`src/rtl/inst_fetch_pkg.sv`:
```
// Shared types and constants for the instruction fetch stage: bus widths,
// the reset PC, the NOP filler instruction and the fetch FSM encoding.
`timescale 1ns/1ps
package inst_fetch_pkg;

  typedef logic [31:0] AddrBus;
  typedef logic [31:0] InstBus;

  localparam AddrBus ZeroPc  = 32'h0000_0000;
  localparam InstBus InstNop = 32'h0000_0013;

  typedef enum logic [1:0] {
    S_REQ  = 2'd0,
    S_RESP = 2'd1,
    S_HOLD = 2'd2
  } fetch_state_e;

  // Fetches are word-aligned; redirect targets have their low two bits dropped.
  function automatic AddrBus align_word(input AddrBus a);
    return a & ~32'd3;
  endfunction

endpackage

```
`src/rtl/inst_fetch_if.sv`:
```
// Instruction-memory port of the fetch stage: one request/grant handshake and
// an in-order read response.
`timescale 1ns/1ps
interface inst_fetch_if;
  import inst_fetch_pkg::*;

  // Handshake: a request transfers on a cycle where o_MEM_req and i_MEM_gnt are
  // both high. i_MEM_rvalid is a one-cycle strobe returning i_MEM_rdata for the
  // oldest granted request, at least one cycle after its grant.
  logic   o_MEM_req;
  AddrBus o_MEM_addr;
  logic   i_MEM_gnt;
  logic   i_MEM_rvalid;
  InstBus i_MEM_rdata;

  modport master (
    output o_MEM_req,
    output o_MEM_addr,
    input  i_MEM_gnt,
    input  i_MEM_rvalid,
    input  i_MEM_rdata
  );

  modport slave (
    input  o_MEM_req,
    input  o_MEM_addr,
    output i_MEM_gnt,
    output i_MEM_rvalid,
    output i_MEM_rdata
  );

endinterface

```
`src/rtl/inst_fetch.sv`:
```
// Single-outstanding instruction fetch stage with a one-entry hold buffer.
// Optional FETCH_PERF_EN adds consumed-instruction and stall-cycle counters.
`timescale 1ns/1ps
module inst_fetch
  import inst_fetch_pkg::*;
#(
  parameter AddrBus RESET_PC = ZeroPc
) (
  input  logic         clk,
  input  logic         rst,
  output AddrBus       o_IF_pc,
  output InstBus       o_IF_inst,
  output logic         o_IF_valid,
  input  logic         i_IDSUE_wait,
  input  logic         i_EX_redirect,
  input  AddrBus       i_EX_target,
  inst_fetch_if.master mem,
  output fetch_state_e o_dbg_state
`ifdef FETCH_PERF_EN
  ,
  output logic [31:0]  o_PERF_fetched,
  output logic [31:0]  o_PERF_stall
`endif
);

  fetch_state_e r_state, w_state_nxt;
  AddrBus       r_pc, w_pc_nxt;
  AddrBus       r_resp_pc, w_resp_pc_nxt;
  logic         r_discard, w_discard_nxt;
  AddrBus       r_hold_pc, w_hold_pc_nxt;
  InstBus       r_hold_inst, w_hold_inst_nxt;
  AddrBus       r_if_pc, w_if_pc_nxt;
  InstBus       r_if_inst, w_if_inst_nxt;
  logic         r_if_valid, w_if_valid_nxt;

  logic w_mem_req;
  logic w_out_free;
  logic w_outstanding;

  // Requests are held off while reset is asserted even though state is REQ.
  assign w_mem_req     = (r_state == S_REQ) && rst;
  assign w_out_free    = !r_if_valid || !i_IDSUE_wait;
  assign w_outstanding = ((r_state == S_RESP) && !mem.i_MEM_rvalid) ||
                         (w_mem_req && mem.i_MEM_gnt);

  always_comb begin
    w_state_nxt     = r_state;
    w_pc_nxt        = r_pc;
    w_resp_pc_nxt   = r_resp_pc;
    w_discard_nxt   = r_discard;
    w_hold_pc_nxt   = r_hold_pc;
    w_hold_inst_nxt = r_hold_inst;
    w_if_pc_nxt     = r_if_pc;
    w_if_inst_nxt   = r_if_inst;
    w_if_valid_nxt  = r_if_valid;

    // Consumed output turns into a bubble unless something new is loaded below.
    if (!i_IDSUE_wait) begin
      w_if_valid_nxt = 1'b0;
      w_if_inst_nxt  = InstNop;
    end

    unique case (r_state)
      S_REQ: begin
        if (w_mem_req && mem.i_MEM_gnt) begin
          w_state_nxt   = S_RESP;
          w_resp_pc_nxt = r_pc;
          w_pc_nxt      = r_pc + 32'd4;
        end
      end
      S_RESP: begin
        if (mem.i_MEM_rvalid) begin
          w_state_nxt = S_REQ;
          if (r_discard) begin
            w_discard_nxt = 1'b0;
          end else if (w_out_free) begin
            w_if_pc_nxt    = r_resp_pc;
            w_if_inst_nxt  = mem.i_MEM_rdata;
            w_if_valid_nxt = 1'b1;
          end else begin
            w_hold_pc_nxt   = r_resp_pc;
            w_hold_inst_nxt = mem.i_MEM_rdata;
            w_state_nxt     = S_HOLD;
          end
        end
      end
      S_HOLD: begin
        if (w_out_free) begin
          w_if_pc_nxt    = r_hold_pc;
          w_if_inst_nxt  = r_hold_inst;
          w_if_valid_nxt = 1'b1;
          w_state_nxt    = S_REQ;
        end
      end
      default: w_state_nxt = S_REQ;
    endcase

    // Redirect overrides everything; a response still owed by memory is
    // tracked with the discard flag so it is not mistaken for the new stream.
    if (i_EX_redirect) begin
      w_pc_nxt       = align_word(i_EX_target);
      w_if_valid_nxt = 1'b0;
      w_if_inst_nxt  = InstNop;
      w_discard_nxt  = w_outstanding;
      w_state_nxt    = w_outstanding ? S_RESP : S_REQ;
    end
  end

  always_ff @(posedge clk or negedge rst) begin
    if (!rst) begin
      r_state     <= S_REQ;
      r_pc        <= RESET_PC;
      r_resp_pc   <= ZeroPc;
      r_discard   <= 1'b0;
      r_hold_pc   <= ZeroPc;
      r_hold_inst <= InstNop;
      r_if_pc     <= ZeroPc;
      r_if_inst   <= InstNop;
      r_if_valid  <= 1'b0;
    end else begin
      r_state     <= w_state_nxt;
      r_pc        <= w_pc_nxt;
      r_resp_pc   <= w_resp_pc_nxt;
      r_discard   <= w_discard_nxt;
      r_hold_pc   <= w_hold_pc_nxt;
      r_hold_inst <= w_hold_inst_nxt;
      r_if_pc     <= w_if_pc_nxt;
      r_if_inst   <= w_if_inst_nxt;
      r_if_valid  <= w_if_valid_nxt;
    end
  end

  assign o_IF_pc        = r_if_pc;
  assign o_IF_inst      = r_if_inst;
  assign o_IF_valid     = r_if_valid;
  assign o_dbg_state    = r_state;
  assign mem.o_MEM_req  = w_mem_req;
  assign mem.o_MEM_addr = r_pc;

`ifdef FETCH_PERF_EN
  logic [31:0] r_perf_fetched;
  logic [31:0] r_perf_stall;

  always_ff @(posedge clk or negedge rst) begin
    if (!rst) begin
      r_perf_fetched <= 32'd0;
      r_perf_stall   <= 32'd0;
    end else begin
      r_perf_fetched <= r_perf_fetched + {31'd0, (r_if_valid && !i_IDSUE_wait)};
      r_perf_stall   <= r_perf_stall + {31'd0, (r_if_valid && i_IDSUE_wait)};
    end
  end

  assign o_PERF_fetched = r_perf_fetched;
  assign o_PERF_stall   = r_perf_stall;
`endif

endmodule

```
`src/flat_wrapper.sv`:
```
// flat-port wrapper written by rule: the top's interface ports become plain ports
module inst_fetch_flat import inst_fetch_pkg::*;
#(
  parameter AddrBus RESET_PC = ZeroPc
)
  (clk, rst, o_IF_pc, o_IF_inst, o_IF_valid, i_IDSUE_wait, i_EX_redirect, i_EX_target, o_dbg_state, mem_o_MEM_req, mem_o_MEM_addr, mem_i_MEM_gnt, mem_i_MEM_rvalid, mem_i_MEM_rdata);
  inst_fetch_if mem_i ();
  input  logic clk;
  input  logic rst;
  output AddrBus o_IF_pc;
  output InstBus o_IF_inst;
  output logic o_IF_valid;
  input  logic i_IDSUE_wait;
  input  logic i_EX_redirect;
  input  AddrBus i_EX_target;
  output fetch_state_e o_dbg_state;
  output wire logic [$bits(mem_i.o_MEM_req)-1:0] mem_o_MEM_req;
  output wire logic [$bits(mem_i.o_MEM_addr)-1:0] mem_o_MEM_addr;
  input wire logic [$bits(mem_i.i_MEM_gnt)-1:0] mem_i_MEM_gnt;
  input wire logic [$bits(mem_i.i_MEM_rvalid)-1:0] mem_i_MEM_rvalid;
  input wire logic [$bits(mem_i.i_MEM_rdata)-1:0] mem_i_MEM_rdata;
  assign mem_o_MEM_req = mem_i.o_MEM_req;
  assign mem_o_MEM_addr = mem_i.o_MEM_addr;
  assign mem_i.i_MEM_gnt = mem_i_MEM_gnt;
  assign mem_i.i_MEM_rvalid = mem_i_MEM_rvalid;
  assign mem_i.i_MEM_rdata = mem_i_MEM_rdata;
  inst_fetch #(.RESET_PC(RESET_PC)) u_core (.clk(clk), .rst(rst), .o_IF_pc(o_IF_pc), .o_IF_inst(o_IF_inst), .o_IF_valid(o_IF_valid), .i_IDSUE_wait(i_IDSUE_wait), .i_EX_redirect(i_EX_redirect), .i_EX_target(i_EX_target), .mem(mem_i), .o_dbg_state(o_dbg_state));
endmodule
```
`config.mk`:
```
export PLATFORM = sky130hd
export DESIGN_NAME = inst_fetch_flat
export DESIGN_NICKNAME = d
export VERILOG_FILES = /design/src/rtl/inst_fetch_pkg.sv /design/src/rtl/inst_fetch_if.sv /design/src/rtl/inst_fetch.sv /design/src/flat_wrapper.sv
export SDC_FILE = /design/constraint.sdc
export NUM_CORES = 1
export LEC_CHECK = 0
export CAP_MARGIN = 20
export CORE_MARGIN = 10
export CORE_UTILIZATION = 50
export CTS_CLUSTER_DIAMETER = 30
export DETAILED_ROUTE_END_ITERATION = 8
export PLACE_DENSITY = 0.79
export REMOVE_ABC_BUFFERS = 1
export SLEW_MARGIN = 30
export SYNTH_ARGS = -nofsm -noshare
export SYNTH_HDL_FRONTEND = slang
export SYNTH_SLANG_ARGS = --single-unit
```
`constraint.sdc`:
```
create_clock -name clk -period 2.86 [get_ports clk]
set_clock_uncertainty 0.15 [all_clocks]
set_input_delay 0.572 -clock clk [delete_from_list [all_inputs] [get_ports clk]]
set_output_delay 0.572 -clock clk [all_outputs]
set_load 0.01 [all_outputs]
```
==> impl_metrics.json <==
{
  "drt-initial-drc-count": 404,
  "slew_viol_final": 0,
  "gp_congestion": 0.877,
  "rr_worst_depth": 7,
  "cp_slowest_stage_delay_ps": 600,
  "cts_tree": "yes",
  "ios": 170,
  "ant_nets": 0,
  "grt_overflow": 0,
  "numPortBuffers": 163,
  "async_flop_share_pct": 100,
  "synth.distinct_cells": 51,
  "syn_to_final_growth_pct": 29.1,
  "synth_area_leaders": "dfrtp_1 53%, mux2_2 8.3%, nand2_1 6.2%",
  "setup_ws_ps": 47.0,
  "track_usage_pct": 20.0,
  "clk_latency_ps": 420,
  "slew_headroom_pct": 46.3,
  "start_util_pct": 51.2,
  "row_count": 47,
  "avgViaCountPerCell": 5.78,
  "critPathArrivalTime_ps": 2090,
  "antenna_found_initial": 0,
  "min_to": "u_core.o_IF_pc[9]",
  "totalWireLength_mm": 22.6,
  "vdd.ir_drop.worst_v": 0.000524,
  "place_hpwl_mm": 15.2,
  "clk_pin_slew_worst_paths_ps": 70,
  "yosysTopAreaCell": "dfrtp_1",
  "reg2reg_from": "u_core.o_dbg_state[0]",
  "final_area_um2": 11000,
  "worstMarginPinSlew_ps": 806,
  "grt_pass1_wl_mm": 36.1,
  "grt_max_degree": 65,
  "fillers": 1322,
  "fin_util_pct": 66.1,
  "syn_avg_cell_area_um2": 10.9,
  "diodes": 0,
  "post_route_cells_drive_above_1_share_pct": 14.2,
  "totalPowerFinal_uw": 7350,
  "drc": 0,
  "worst_setup_path_start_kind": "primary input",
  "post_cts_buffers": 0,
  "rsz0062_at_grt": "no",
  "synth-seq-cells": 188,
  "finalSetupViolCount": 0,
  "max_freq_mhz": 355,
  "crit_family": "buffers and inverters",
  "firstDrtPassIters": 5,
  "drv_cap": 0,
  "chipHeight_um": 151,
  "min_period_ps": 2810,
  "clockBufferDepth": 2,
  "finalNetCount": 1003,
  "synthTopCellsByCount": "182 x dfrtp_1, 141 x nand2_1, 63 x mux2_2",
  "wl_per_cell_um": 19.4,
  "cp_cell_sequence": "dlygate4sd3_1, buf_8, and2_1, clkdlybuf4s50_1",
  "fp.coreArea_um2": 16600,
  "crit_type": "in -> out",
  "r2r_slack_ps": 320,
  "pre_cts_ws_ps": 190,
  "path_buf_inv": 3,
  "seq_area_frac_synth_pct": 55.3,
  "yosys_warnings": 0,
  "min_from": "u_core.o_IF_pc[9]",
  "yosysTopAreaCellShare_pct": 53.5,
  "min_path_type": "reg -> reg",
  "cp-end-kind": "primary output",
  "dp_cells": 1129,
  "power_density_nw_per_um2": 668,
  "cpMaxStageDelayCell": "dlygate4sd3_1",
  "chipWidth_um": 151,
  "p_leak_uw": 0.00477,
  "die_area_um2": 22700,
  "dpl_cell_area_um2": 10400,
  "worst-path-max-fanout": 20,
  "synthFlopType": "dfrtp_1",
  "cp.required_ps": 2140,
  "numCtsBuffers": 17,
  "clkSinkCount": 188,
  "status": "finished clean",
  "grt_pass1_vias": 6679,
  "finalCritPeriodShare_pct": 98.4,
  "synth_edf_count": 0,
  "vias": 6712,
  "cts-root-buf": "clkbuf_16",
  "holdPathStages": 2,
  "h-tree-depth": 4,
  "syn_inst": 783,
  "r2r_end": "u_core.mem.o_MEM_addr[20]",
  "final_hold_viol_count": 0,
  "yosysMostFrequentCell": "dfrtp_1",
  "netlist_area_um2": 8520,
  "fin_cells": 1162
}
-- state kept, by name (all words and copies together), names as in the netlist --
signal and cells:
u_core.mem.o_MEM_addr 30, u_core.o_IF_inst 32, u_core.r_hold_inst 32, u_core.r_discard 1, u_core.o_dbg_state 2, u_core.r_resp_pc 30, u_core.o_IF_pc 30, u_core.r_hold_pc 30
u_core.o_IF_valid 1
-- power breakdown --
group	total (µW)	leakage, µW	internal (µW)	switching [µW]
Combinational	1580	0.00206	817	762
Clock	2360	0.000273	1320	1030
Sequential	3410	0.00244	3100	315
-- per-stage QoR --
step | TNS, ps | hold WS [ps]
floorplan | -144110 | 126
global placement | 0 | 289
detailed placement | 0 | 291
CTS | 0 | 335
global route | 0 | 359
finish | 0 | 326
-- cell type report --
cell class	instances	area, µm²	area share, %
clock buffer	20	447	4.06
clock inverter	12	139	1.26
inverter	6	22.5	0.205
multi-input combinational	530	3530	32.1
sequential	188	4710	42.9
tap	220	275	2.50
timing repair buffer	186	1870	17.0
-- cells in the final DEF (no fill, tap or decap), types with 4 or more instances in the layout --
| cell | n |
|---|---|
| o31ai_1 | 15 |
| buf_12 | 5 |
| nand3_1 | 10 |
| o21ai_0 | 46 |
| and4_1 | 5 |
| xor2_1 | 6 |
| a32oi_1 | 29 |
| a31oi_1 | 17 |
| dfrtp_1 | 182 |
| xnor2_1 | 5 |
| nand4_1 | 11 |
| a22o_1 | 32 |
| clkbuf_16 | 17 |
| and3_1 | 5 |
| nand2_1 | 141 |
| conb_1 | 4 |
| dfstp_2 | 6 |
| inv_1 | 5 |
| clkdlybuf4s50_1 | 161 |
| nand2b_1 | 4 |
| mux2_2 | 63 |
| nor2_1 | 46 |
| buf_4 | 17 |
| or4_1 | 14 |
| clkinvlp_4 | 4 |
| a21oi_1 | 4 |
| mux2i_1 | 32 |
-- routing by layer --
metal	GRT usage, %	wire length, µm
met1	26.2	9400
met2	31.4	10700
met3	6.66	2290
met4	4.57	205
met5	0	0
-- logic make-up after synthesis --
kind of cell | synth area share [%]
AND/OR/NAND/NOR | 14.2
flip-flops | 55.3
AO/OA/AOI/OAI | 12.8
multiplexers | 12.1
buffers and inverters | 3.80
XOR/XNOR | 1.13
adder cells (fa/ha/maj) | 0.588
other | 0.0440
-- how the worst max path moves through the flow --
stage	startpoint	end	slack [ps]	cells after the start
finish	rst	mem_o_MEM_req	50	4
global route	rst	mem_o_MEM_req	10	4
CTS	rst	mem_o_MEM_req	10	4
detailed placement	mem_i_MEM_gnt	u_core.mem.o_MEM_addr[20]	190	6
global placement	mem_i_MEM_gnt	u_core.mem.o_MEM_addr[20]	200	6
floorplan	u_core.o_dbg_state[0]	u_core.o_IF_inst[10]	-1640	6
-- worst min-delay path, delay by kind of cell, from the launching register on --
kind	cells	cell delay, ps
flops	1	340
compound gates	1	60
simple gates	1	40
-- timing repair --
| item | CTS | global route |
|---|---|---|
| hold endpoints to repair | 13 | 0 |
| gates resized for setup | 0 | 1 |
| hold buffers | 1 | 0 |
| endpoints found under the setup margin | 0 | 1 |
No activity file was read; power rests on OpenSTA's default activity.
